`src/rtl/binary_adder_game_pkg.sv`:
```
// Shared types and constants for the binary arithmetic trainer.
package binary_adder_game_pkg;

    // Operating mode selected by sw[9:8]
    typedef enum logic [1:0] {
        MODE_SHOW_A = 2'b00,
        MODE_SHOW_B = 2'b01,
        MODE_ADD    = 2'b10,
        MODE_SUB    = 2'b11
    } mode_e;

    // Switch field positions
    localparam int SW_A_LSB     = 0;
    localparam int SW_B_LSB     = 4;
    localparam int SW_MODE_LSB  = 8;
    localparam int SW_GUESS_LSB = 11;
    localparam int OPERAND_W    = 4;
    localparam int RESULT_W     = 5;

    // Button pulse positions
    localparam int BTN_CHECK = 0;
    localparam int BTN_CLEAR = 1;

    localparam logic [7:0] SCORE_MAX = 8'd255;

    // LED word for a result: value on [3:0], flag on [8], everything else dark
    function automatic logic [15:0] pack_led(input logic [RESULT_W-1:0] r);
        pack_led = {7'b0, r[4], 4'b0, r[3:0]};
    endfunction

endpackage

```
`src/rtl/binary_adder_game_ripple_adder4.sv`:
```
// 4-bit ripple-carry adder made of four full-adder bit slices.
module ripple_adder4 (
    input  logic [3:0] a,
    input  logic [3:0] b,
    input  logic       cin,
    output logic [3:0] sum,
    output logic       cout
);

    logic [4:0] w_carry;

    assign w_carry[0] = cin;

    genvar gi;
    generate
        for (gi = 0; gi < 4; gi++) begin : g_slice
            // One full adder: sum bit and carry to the next slice
            assign sum[gi]        = a[gi] ^ b[gi] ^ w_carry[gi];
            assign w_carry[gi + 1] = (a[gi] & b[gi]) | (w_carry[gi] & (a[gi] ^ b[gi]));
        end
    endgenerate

    assign cout = w_carry[4];

endmodule

```
`src/rtl/binary_adder_game.sv`:
```
// Switch-driven 4-bit add/subtract trainer: combinational LED and grid
// image, plus a registered answer check with a saturating score.
module binary_adder_game
    import binary_adder_game_pkg::*;
#(
    parameter int USE_STRUCTURAL = 0
) (
    input  logic        clk,
    input  logic        rst,
    input  logic [4:0]  btn_pulse,
    input  logic [15:0] sw,
    output logic [15:0] led,
    output logic [63:0] grid,
    output logic        check_ok,
    output logic [7:0]  score
);

    logic [OPERAND_W-1:0] w_a;
    logic [OPERAND_W-1:0] w_b;
    mode_e                w_mode;
    logic [RESULT_W-1:0]  w_guess;
    logic [RESULT_W-1:0]  w_result;
    logic [OPERAND_W-1:0] w_add_val;
    logic                 w_add_flag;
    logic [OPERAND_W-1:0] w_sub_val;
    logic                 w_sub_flag;
    logic                 w_guess_ok;
    logic                 w_unused;

    logic                 r_check_ok;
    logic [7:0]           r_score;

    assign w_a     = sw[SW_A_LSB +: OPERAND_W];
    assign w_b     = sw[SW_B_LSB +: OPERAND_W];
    assign w_mode  = mode_e'(sw[SW_MODE_LSB +: 2]);
    assign w_guess = sw[SW_GUESS_LSB +: RESULT_W];

    // sw[10] and the upper buttons have no function
    assign w_unused = ^{sw[10], btn_pulse[4:2]};

    generate
        if (USE_STRUCTURAL != 0) begin : g_struct
            logic w_sub_cout;

            ripple_adder4 u_add (
                .a    (w_a),
                .b    (w_b),
                .cin  (1'b0),
                .sum  (w_add_val),
                .cout (w_add_flag)
            );

            // A - B as A + ~B + 1; a carry out means no borrow occurred
            ripple_adder4 u_sub (
                .a    (w_a),
                .b    (~w_b),
                .cin  (1'b1),
                .sum  (w_sub_val),
                .cout (w_sub_cout)
            );

            assign w_sub_flag = ~w_sub_cout;
        end else begin : g_beh
            logic [RESULT_W-1:0] w_sum5;
            logic [RESULT_W-1:0] w_diff5;

            assign w_sum5     = {1'b0, w_a} + {1'b0, w_b};
            // Zero-extended subtraction sets bit 4 exactly when A < B
            assign w_diff5    = {1'b0, w_a} - {1'b0, w_b};
            assign w_add_val  = w_sum5[3:0];
            assign w_add_flag = w_sum5[4];
            assign w_sub_val  = w_diff5[3:0];
            assign w_sub_flag = w_diff5[4];
        end
    endgenerate

    // Select the displayed result {flag, value} for the current mode
    always_comb begin
        w_result = '0;
        case (w_mode)
            MODE_SHOW_A: w_result = {1'b0, w_a};
            MODE_SHOW_B: w_result = {1'b0, w_b};
            MODE_ADD:    w_result = {w_add_flag, w_add_val};
            MODE_SUB:    w_result = {w_sub_flag, w_sub_val};
            default:     w_result = '0;
        endcase
    end

    assign led        = pack_led(w_result);
    assign w_guess_ok = (w_guess == w_result);

    // Build the 8x8 image; bit index is 8*row + col
    always_comb begin
        grid         = '0;
        grid[3:0]    = w_a;
        grid[11:8]   = w_b;
        grid[20:16]  = w_result;
        grid[25:24]  = sw[SW_MODE_LSB +: 2];
        grid[56]     = r_check_ok;
    end

    // Check/clear handling; clear wins over check, reset wins over both
    always_ff @(posedge clk) begin
        if (!rst) begin
            r_check_ok <= 1'b0;
            r_score    <= 8'd0;
        end else if (btn_pulse[BTN_CLEAR]) begin
            r_check_ok <= 1'b0;
            r_score    <= 8'd0;
        end else if (btn_pulse[BTN_CHECK]) begin
            r_check_ok <= w_guess_ok;
            if (w_guess_ok && (r_score != SCORE_MAX)) begin
                r_score <= r_score + 8'd1;
            end
        end
    end

    assign check_ok = r_check_ok;
    assign score    = r_score;

endmodule

```
`config.mk`:
```
export PLATFORM = sky130hd
export DESIGN_NAME = binary_adder_game
export DESIGN_NICKNAME = d
export VERILOG_FILES = /design/src/rtl/binary_adder_game_pkg.sv /design/src/rtl/binary_adder_game_ripple_adder4.sv /design/src/rtl/binary_adder_game.sv
export SDC_FILE = /design/constraint.sdc
export NUM_CORES = 1
export LEC_CHECK = 0
export ABC_AREA = 1
export BUFFER_PORTS_ARGS = -buffer_cell sky130_fd_sc_hd__buf_2
export CAP_MARGIN = 10
export CELL_PAD_IN_SITES_DETAIL_PLACEMENT = 1
export CELL_PAD_IN_SITES_GLOBAL_PLACEMENT = 1
export CORE_MARGIN = 4
export CORE_UTILIZATION = 27
export DETAILED_ROUTE_END_ITERATION = 16
export PLACE_DENSITY = 0.88
export SYNTH_ARGS = -nofsm -noshare
export SYNTH_HDL_FRONTEND = slang
export SYNTH_SLANG_ARGS = --single-unit
```
`constraint.sdc`:
```
create_clock -name clk -period 2.5 [get_ports clk]
set_clock_uncertainty 0.05 [all_clocks]
set_input_delay 0.25 -clock clk [delete_from_list [all_inputs] [get_ports clk]]
set_output_delay 0.25 -clock clk [all_outputs]
set_load 0.05 [all_outputs]
```
==> Yosys cells after proc, flatten, opt, wreduce, memory -nomap -nowiden <==
Cells that the tools add are included.
{ "totals": {"reg_bits": 9, "latchBits": 0, "ramBits": 0, "rom_bits": 0, "inputBits": 23, "out_inout_bits": 89, "wordCells": 16, "n_memories": 0} }
{ "classes": {"addsub": 3, "multipliers": 0, "n_div": 0, "n_lt_le_gt_ge": 0, "n_eq_ne": 5, "shifts": 0, "mux": 1, "n_bitwise": 1, "n_reduce_logical": 4} }
{ "ops": {"columns": ["operator", "n"], "rows": [
  ["$pmux 5 s4", 1],
  ["$add 8x1->8 const B", 1],
  ["$ne 8x8->1 const B", 1],
  ["$add 4x4->5", 1],
  ["$eq 5x5->1", 1],
  ["$sub 4x4->5", 1],
  ["$eq 2x2->1 const B", 2],
  ["$eq 2x1->1 const B", 1],
  ["$logic_not 2->1", 1],
  ["$reduce_and 2->1", 1],
  ["$reduce_or 2->1", 1],
  ["$logic_and 1x1->1", 1],
  ["$not 1->1", 1]
]} }

==> Logic depth before layout (Yosys ltp) <==
Gate-level depths: netlist of run 1.
{ "logic_depth": {"ltp_word": 5, "depth_mapped": 21, "mapped_depth_nobuf": 20} }

==> Worst setup path before layout of run 1 <==
No wires, ideal clock.
{ "synth_path": {"kind": "input-to-reg", "startpoint": "in sw[4]", "endpoint": "reg r_score[0] (netlist: score[0])", "t_arrival_ps": 2356, "required_ps": 2386, "slack_ps": 31, "path_stages": 17, "cell_sequence": "inv_1 ha_1 inv_1 nand2_1 xor2_1 ha_1 a21oi_1 nand3_1 nand3_1 nand2_1 inv_1 nand2_1 nand2_2 nand3_4 inv_2 nor2_1 nor2_2"} }
{ "synth_via": {"elab_chain_cells": 5, "elab_cells_between_ends": 6, "cone_classes": "2 x add/sub; 1 x eq/ne; 1 x mux; 2 x reduce/logical"} }
{ "synth_lines": {"columns": ["element", "line", "source"], "rows": [
  ["start, declared", "binary_adder_game.sv:11", "input logic [15:0] sw,"],
  ["$sub 4x4->5 or $add 4x4->5 (tied branches)", "binary_adder_game.sv:69, binary_adder_game.sv:67", null],
  ["$pmux 5 s4 (*)", "binary_adder_game.sv:80", "case (w_mode)"],
  ["net grid[19]", "binary_adder_game.sv:13", "output logic [63:0] grid,"],
  ["$eq 5x5->1 (*)", "binary_adder_game.sv:90", "assign w_guess_ok = (w_guess == w_result);"],
  ["$logic_and 1x1->1 (*)", "binary_adder_game.sv:112", "if (w_guess_ok && (r_score != SCORE_MAX)) begin"],
  ["$reduce_and 2->1 (no source line) (*)", null, null],
  ["end signal, assigned", "binary_adder_game.sv:113", "r_score <= r_score + 8'd1;"],
  ["end, declared", "binary_adder_game.sv:31", "logic [7:0] r_score;"]
]} }
Mark *: on every way through the listed nets, which the timed path passes. The rest lies on a longest branch.
A chain may end at the register's enable or synchronous reset.

==> Worst setup path after layout of run 1 <==
{ "layout_path": {"startpoint": "in sw[5]", "endpoint": "out grid[20]"} }
{ "layout_via": {"elab_chain_cells": 2, "elab_cells_between_ends": 3, "cone_classes": "2 x add/sub; 1 x mux"} }
{ "layout_lines": {"columns": ["element", "line"], "rows": [
  ["$sub 4x4->5 or $add 4x4->5 (tied branches)", "binary_adder_game.sv:69, binary_adder_game.sv:67"],
  ["$pmux 5 s4 (*)", "binary_adder_game.sv:80"],
  ["end, declared", "binary_adder_game.sv:13"]
]} }
Mark *: on every way between the ends. The rest lies on a longest branch, timed or not.

==> flow_summary.toml, run 1 <==
[cts]
cts_tree = "yes"
cts_max_level = 1
path_clk_slew_ps = 50
clkLatencyLatePin_ps = 240
hold_buffers = 0
root_buffer = "clkbuf_8"
post_cts_buffers = 0
cts.path.max_buffers = 2
cts_made_buffers = 3
clock_sinks = 9

[die]
core_area_um2 = 5610
die_y_um = 84.6
rows = 27
io_pins = 112
die_area_um2 = 7160
initial_core_util_pct = 28.2
die_x_um = 84.6

[placement]
hpwl_um = 3200
io_buffers = 48
place_area_um2 = 1600
gp_congestion = 0.845

[flow_run]
maxCapViolations = 0

[yosys]
yosys_warnings = 0
synth_edf_count = 0
synth_cell_types = 26
synth_area_leaders = "buf_4 36%, dfxtp_1 11%, nand2_1 11%, inv_1 8.3%, ha_1 4.7%"
synth_seq_area_share_pct = 11.4
synthCells = 243
ys_top_cells_by_count = "75 x buf_4, 46 x nand2_1, 35 x inv_1, 11 x nand3_1"
synth.most_common_cell = "buf_4"
synth_top_area_cell = "buf_4"
syn-mean-instance-area_um2 = 6.52
synth_top_area_share_pct = 35.5
netlist_area_um2 = 1580
synth-async-reset-ratio_pct = 0
synth_seq_cells = 9
synth-main-ff-cell = "dfxtp_1"

[setup_path]
cp-startpoint = "sw[5]"
path_depth = 15
cp_max_fo = 3
crit_path_end = "grid[20]"
timing.rr.end = "score[4]"
crit_arrival_ps = 2030
critPathLaunchType = "input pin"
slowest_delay_ps = 420
crit_slowest_cell = "fa_1"
r2r-start = "score[3]"
rr_worst_depth = 7
path_cells = "buf_2 > inv_1 > ha_1 > nand2_1 > o21ai_1 > fa_1 > inv_1 > nand2_1 > nand2_1 > inv_1 > nand2_2 > nand3_2 > buf_4 > inv_2 > buf_8"
r2r_setup_slack_ps = 830
critical_path_buf_inv_count = 7
critical_path_class = "in2out"
worstPathRequired_ps = 2200
cp_top_family = "buffers and inverters"
cp-end-kind = "output port"

[layout]
final_layout_size_suffix_gt1_share_pct = 30.3
multiInputGateArea_um2 = 940
design_area_um2 = 1710
area_growth_pct = 8.06
nets = 315
fillers = 770
antenna_cells = 0
regArea_um2 = 180

[route]
drtPass1Iterations = 3
wirelength_um = 3860
drt-wirelength-per-cell_um = 10.8
drt_iter0_markers = 51
drc = 0
avgViaCountPerCell = 4.01
vias = 1429
ant_nets = 0

[sta]
setup_viol = 0
finalHoldViolCount = 0
clock.fmax_mhz = 430
finalCritPeriodShare_pct = 93.1
fin_crit_ps = 2330
hold_ws_ps = 238
drv_slew = 0

[grt]
gr-total-overflow = 0
grt_max_degree = 12
grt_pass1_wl_um = 6150
grtUsageTotal_pct = 10.0
first_global_vias = 1408
antenna_found_initial = 0

[pwr]
p_per_area_nw_per_um2 = 520
leakage_uw = 0.00102
peakVddDrop_v = 0.000190

[worst_hold_path]
worstHoldStart = "btn_pulse[0]"
hold_depth = 4
min_path_type = "in2reg"

[status]
outcome = "finished clean"
-- power breakdown --
part	leakage, uW	internal, uW	total (uW)	switching, uW
Clock	0.0000228	112	178	65.9
Sequential	0.0000725	144	145	0.609
Combinational	0.000921	111	567	456
Total	0.00102	367	890	523
-- per-stage QoR --
| stage | instances | utilization (%) | TNS [ps] | total power [uW] | setup WS, ps |
|---|---|---|---|---|---|
| floorplan | 301 | - | 0 | 692 | 30.9 |
| global placement | 351 | 28.6 | -205 | 674 | -34.9 |
| detailed placement | 351 | 28.6 | -779 | 683 | -105 |
| CTS | 355 | 29.4 | -89.5 | 865 | -45.0 |
| global route | 356 | 30.5 | -25.5 | 943 | -11.2 |
| finish | 356 | 30.5 | 0 | 890 | 172 |
-- how the worst min path moves through the flow --
stage / to / slack, ps
global placement: check_ok / 440
floorplan: check_ok / 360
CTS: check_ok / 240
detailed placement: check_ok / 440
global route: check_ok / 290
finish: check_ok / 240
-- registers in the layout (all words and copies together) (netlist names) --
signal and count:
check_ok 1, score 8
-- layout by cell type, fill, tap and decap left out --
cell | netlist | layout
a21oi_1 | 7 | 6
a21oi_2 | 0 | 1
nand3_2 | 0 | 1
ha_2 | 0 | 1
nor2_2 | 5 | 5
xnor2_1 | 2 | 2
buf_8 | 0 | 2
buf_2 | 0 | 44
o21ai_1 | 0 | 1
clkbuf_1 | 0 | 1
nand3b_1 | 1 | 1
nor3_1 | 1 | 1
conb_1 | 1 | 59
inv_2 | 4 | 7
buf_4 | 75 | 8
nor2_8 | 1 | 1
nand2_4 | 1 | 2
a31oi_2 | 0 | 1
xor2_1 | 5 | 5
fa_1 | 1 | 1
nand3_4 | 1 | 1
ha_1 | 6 | 5
nand3_1 | 11 | 10
dfxtp_1 | 9 | 9
nor2_1 | 10 | 10
clkbuf_8 | 0 | 3
nand4_1 | 10 | 10
o31ai_1 | 1 | 1
nor2_4 | 1 | 2
nand2_2 | 6 | 7
nand2_1 | 46 | 44
inv_1 | 35 | 32
-- final cells by class --
type | instances | share of cell area, %
Multi-Input combinational cell | 178 | 54.9
Tap cell | 72 | 5.26
Sequential cell | 9 | 10.5
Inverter | 39 | 8.55
Clock buffer | 4 | 2.63
Timing Repair Buffer | 54 | 18.1
-- cells by family after synthesis --
logic type	count (synthesis)	synth area share (%)
and+or+nand+nor	94	29.6
adders and majority gates	7	6.00
AOI/OAI and AO/OA	10	3.40
other	1	0.237
DFF	9	11.4
buffers and inverters	115	45.5
xor gates and xnor gates	7	3.87
-- tightest hold or removal path: stages --
cell and delay, ps:
buf_2 90, inv_1 30, nand2_1 50, a21oi_1 50
-- metal layers --
metal	global-route usage, %	wire (um)
met2	18.1	1970
met1	11.7	1520
met4	3.31	51
met5	0	0
met3	1.96	318
-- what timing repair did --
action / CTS / global route
gates cloned: 0 / 1
endpoints found under the setup margin: 2 / 12
endpoints found under the hold margin: 0 / 0
gates resized for setup: 0 / 23
pin swaps: 0 / 3
(Power assumes the default switching activity.)
==> run 2: changes to the inputs <==
--- a/config.mk
+++ b/config.mk
@@ -14,6 +14,8 @@
 export CORE_UTILIZATION = 27
 export DETAILED_ROUTE_END_ITERATION = 16
 export PLACE_DENSITY = 0.88
+export RECOVER_POWER = 50
 export SYNTH_ARGS = -nofsm -noshare
 export SYNTH_HDL_FRONTEND = slang
 export SYNTH_SLANG_ARGS = --single-unit
+export TNS_END_PERCENT = 30
==> run 2 against run 1 <==
Against the previous run: critical path depth is the same; via count is 0.14% higher; final cell count unchanged; die area unchanged; first-iteration DRC count grew 25%; setup slack got worse by 2.5 ps; highest routed layer unchanged.
==> flow_summary.toml, run 2 (synthesized netlist as in run 1, its figures left out) <==
[setup_path]
rr_worst_depth = 7
r2r-start = "score[3]"
worstPathRequired_ps = 2200
crit_arrival_ps = 2030
critical_path_class = "in2out"
timing.rr.end = "score[4]"
cp-startpoint = "sw[5]"
cp-end-kind = "output port"
r2r_setup_slack_ps = 830
crit_path_end = "grid[20]"
critPathLaunchType = "input pin"
cp_max_fo = 3

[cts]
hold_buffers = 0
cts_made_buffers = 3
cts_max_level = 1
root_buffer = "clkbuf_8"
clkLatencyLatePin_ps = 240
cts.path.max_buffers = 2
path_clk_slew_ps = 50
cts_tree = "yes"
clock_sinks = 9

[die]
die_area_um2 = 7160
die_y_um = 84.6
initial_core_util_pct = 28.2
rows = 27
die_x_um = 84.6
io_pins = 112
core_area_um2 = 5610

[route]
vias = 1431
drt-wirelength-per-cell_um = 10.9
wirelength_um = 3860
avgViaCountPerCell = 4.02
drtPass1Iterations = 4
ant_nets = 0
drt_iter0_markers = 64
drc = 0

[status]
outcome = "finished clean"

[grt]
antenna_found_initial = 0
grt_max_degree = 12
first_global_vias = 1408
gr-total-overflow = 0
grt_pass1_wl_um = 6150
grtUsageTotal_pct = 10.0

[pwr]
leakage_uw = 0.000954
p_per_area_nw_per_um2 = 526
peakVddDrop_v = 0.000190

[sta]
hold_ws_ps = 238
setup_viol = 0
clock.fmax_mhz = 429
finalHoldViolCount = 0
max_slew.worst_pin.slew_ps = 609
slew_headroom_pct = 59.6
finalCritPeriodShare_pct = 93.2
drv_slew = 0
fin_crit_ps = 2330

[layout]
mostFrequentLayoutCells = "59 x conb_1, 44 x nand2_1, 32 x inv_1"
nets = 315
area_growth_pct = 6.64
fin_cells = 356
final_common_cell = "conb_1"
largest_register_ffs = 8
final_layout_size_suffix_gt1_share_pct = 23.9
antenna_cells = 0

[placement]
gp_congestion = 0.845
hpwl_um = 3200
io_buffers = 48
dp_cells = 351

[flow_run]
maxCapViolations = 0

[worst_hold_path]
min_path_type = "in2reg"
==> run 2: cell count changes in the layout (fill, tap and decap cells not counted) <==
| cell | before | now |
|---|---|---|
| buf_2 | 44 | 26 |
| clkbuf_1 | 1 | 19 |
==> run 2: how the worst min path moves through the flow <==
stage | start | to | slack, ps | cells past startpoint
floorplan | btn_pulse[0] | check_ok | 360 | 3
global placement | check_ok | check_ok | 440 | 2
detailed placement | check_ok | check_ok | 440 | 2
CTS | btn_pulse[0] | check_ok | 240 | 4
global route | btn_pulse[0] | check_ok | 290 | 4
finish | btn_pulse[0] | check_ok | 240 | 4
==> run 2: worst max-delay path, cell delays in order <==
cell and delay, ps:
buf_2 100, inv_1 100, ha_1 240, nand2_1 70
o21ai_1 90, fa_1 420, inv_1 80, nand2_1 50
nand2_1 70, inv_1 50, nand2_2 70, nand3_2 60
buf_4 140, inv_2 80, buf_8 150
==> run 2: cell type report <==
class / instances / area (um^2)
Inverter: 39 / 146
Timing Repair Buffer: 54 / 288
Fill cell: 775 / 3920
Clock buffer: 4 / 45.0
Multi-Input combinational cell: 178 / 940
Sequential cell: 9 / 180
Tap cell: 72 / 90.1
==> run 2: routing by layer <==
metal / wire length [um] / GRT usage [%] / part of all wire (%) / vias up
met3: 311 / 1.96 / 8.1 / 6
met4: 51 / 3.31 / 1.3 / 0
li1: - / - / - / 692
met2: 1980 / 18.1 / 51 / 68
met5: 0 / 0 / 0 / -
met1: 1520 / 11.7 / 39 / 665
==> run 2: power breakdown <==
part	internal [uW]	switching (uW)	leakage, uW
registers	144	0.624	0.0000725
logic	108	457	0.000859
clock network	112	65.9	0.0000228
==> run 2: what timing repair did <==
item	CTS	global route
buffers inserted	0	0
setup endpoints to repair	2	12
gates resized for setup	0	23
gates cloned	0	1
pin swaps	0	3
==> run 2: per-stage QoR <==
step,total power [uW],TNS (ps),utilization (%),area (um^2),setup slack [ps]
global placement,674,-205,28.6,1600,-34.9
finish,888,0,30.1,1690,169
detailed placement,683,-779,28.6,1600,-105
floorplan,692,0,-,1800,30.9
global route,941,-41.6,30.1,1690,-16.6
CTS,865,-89.5,29.4,1650,-45.0
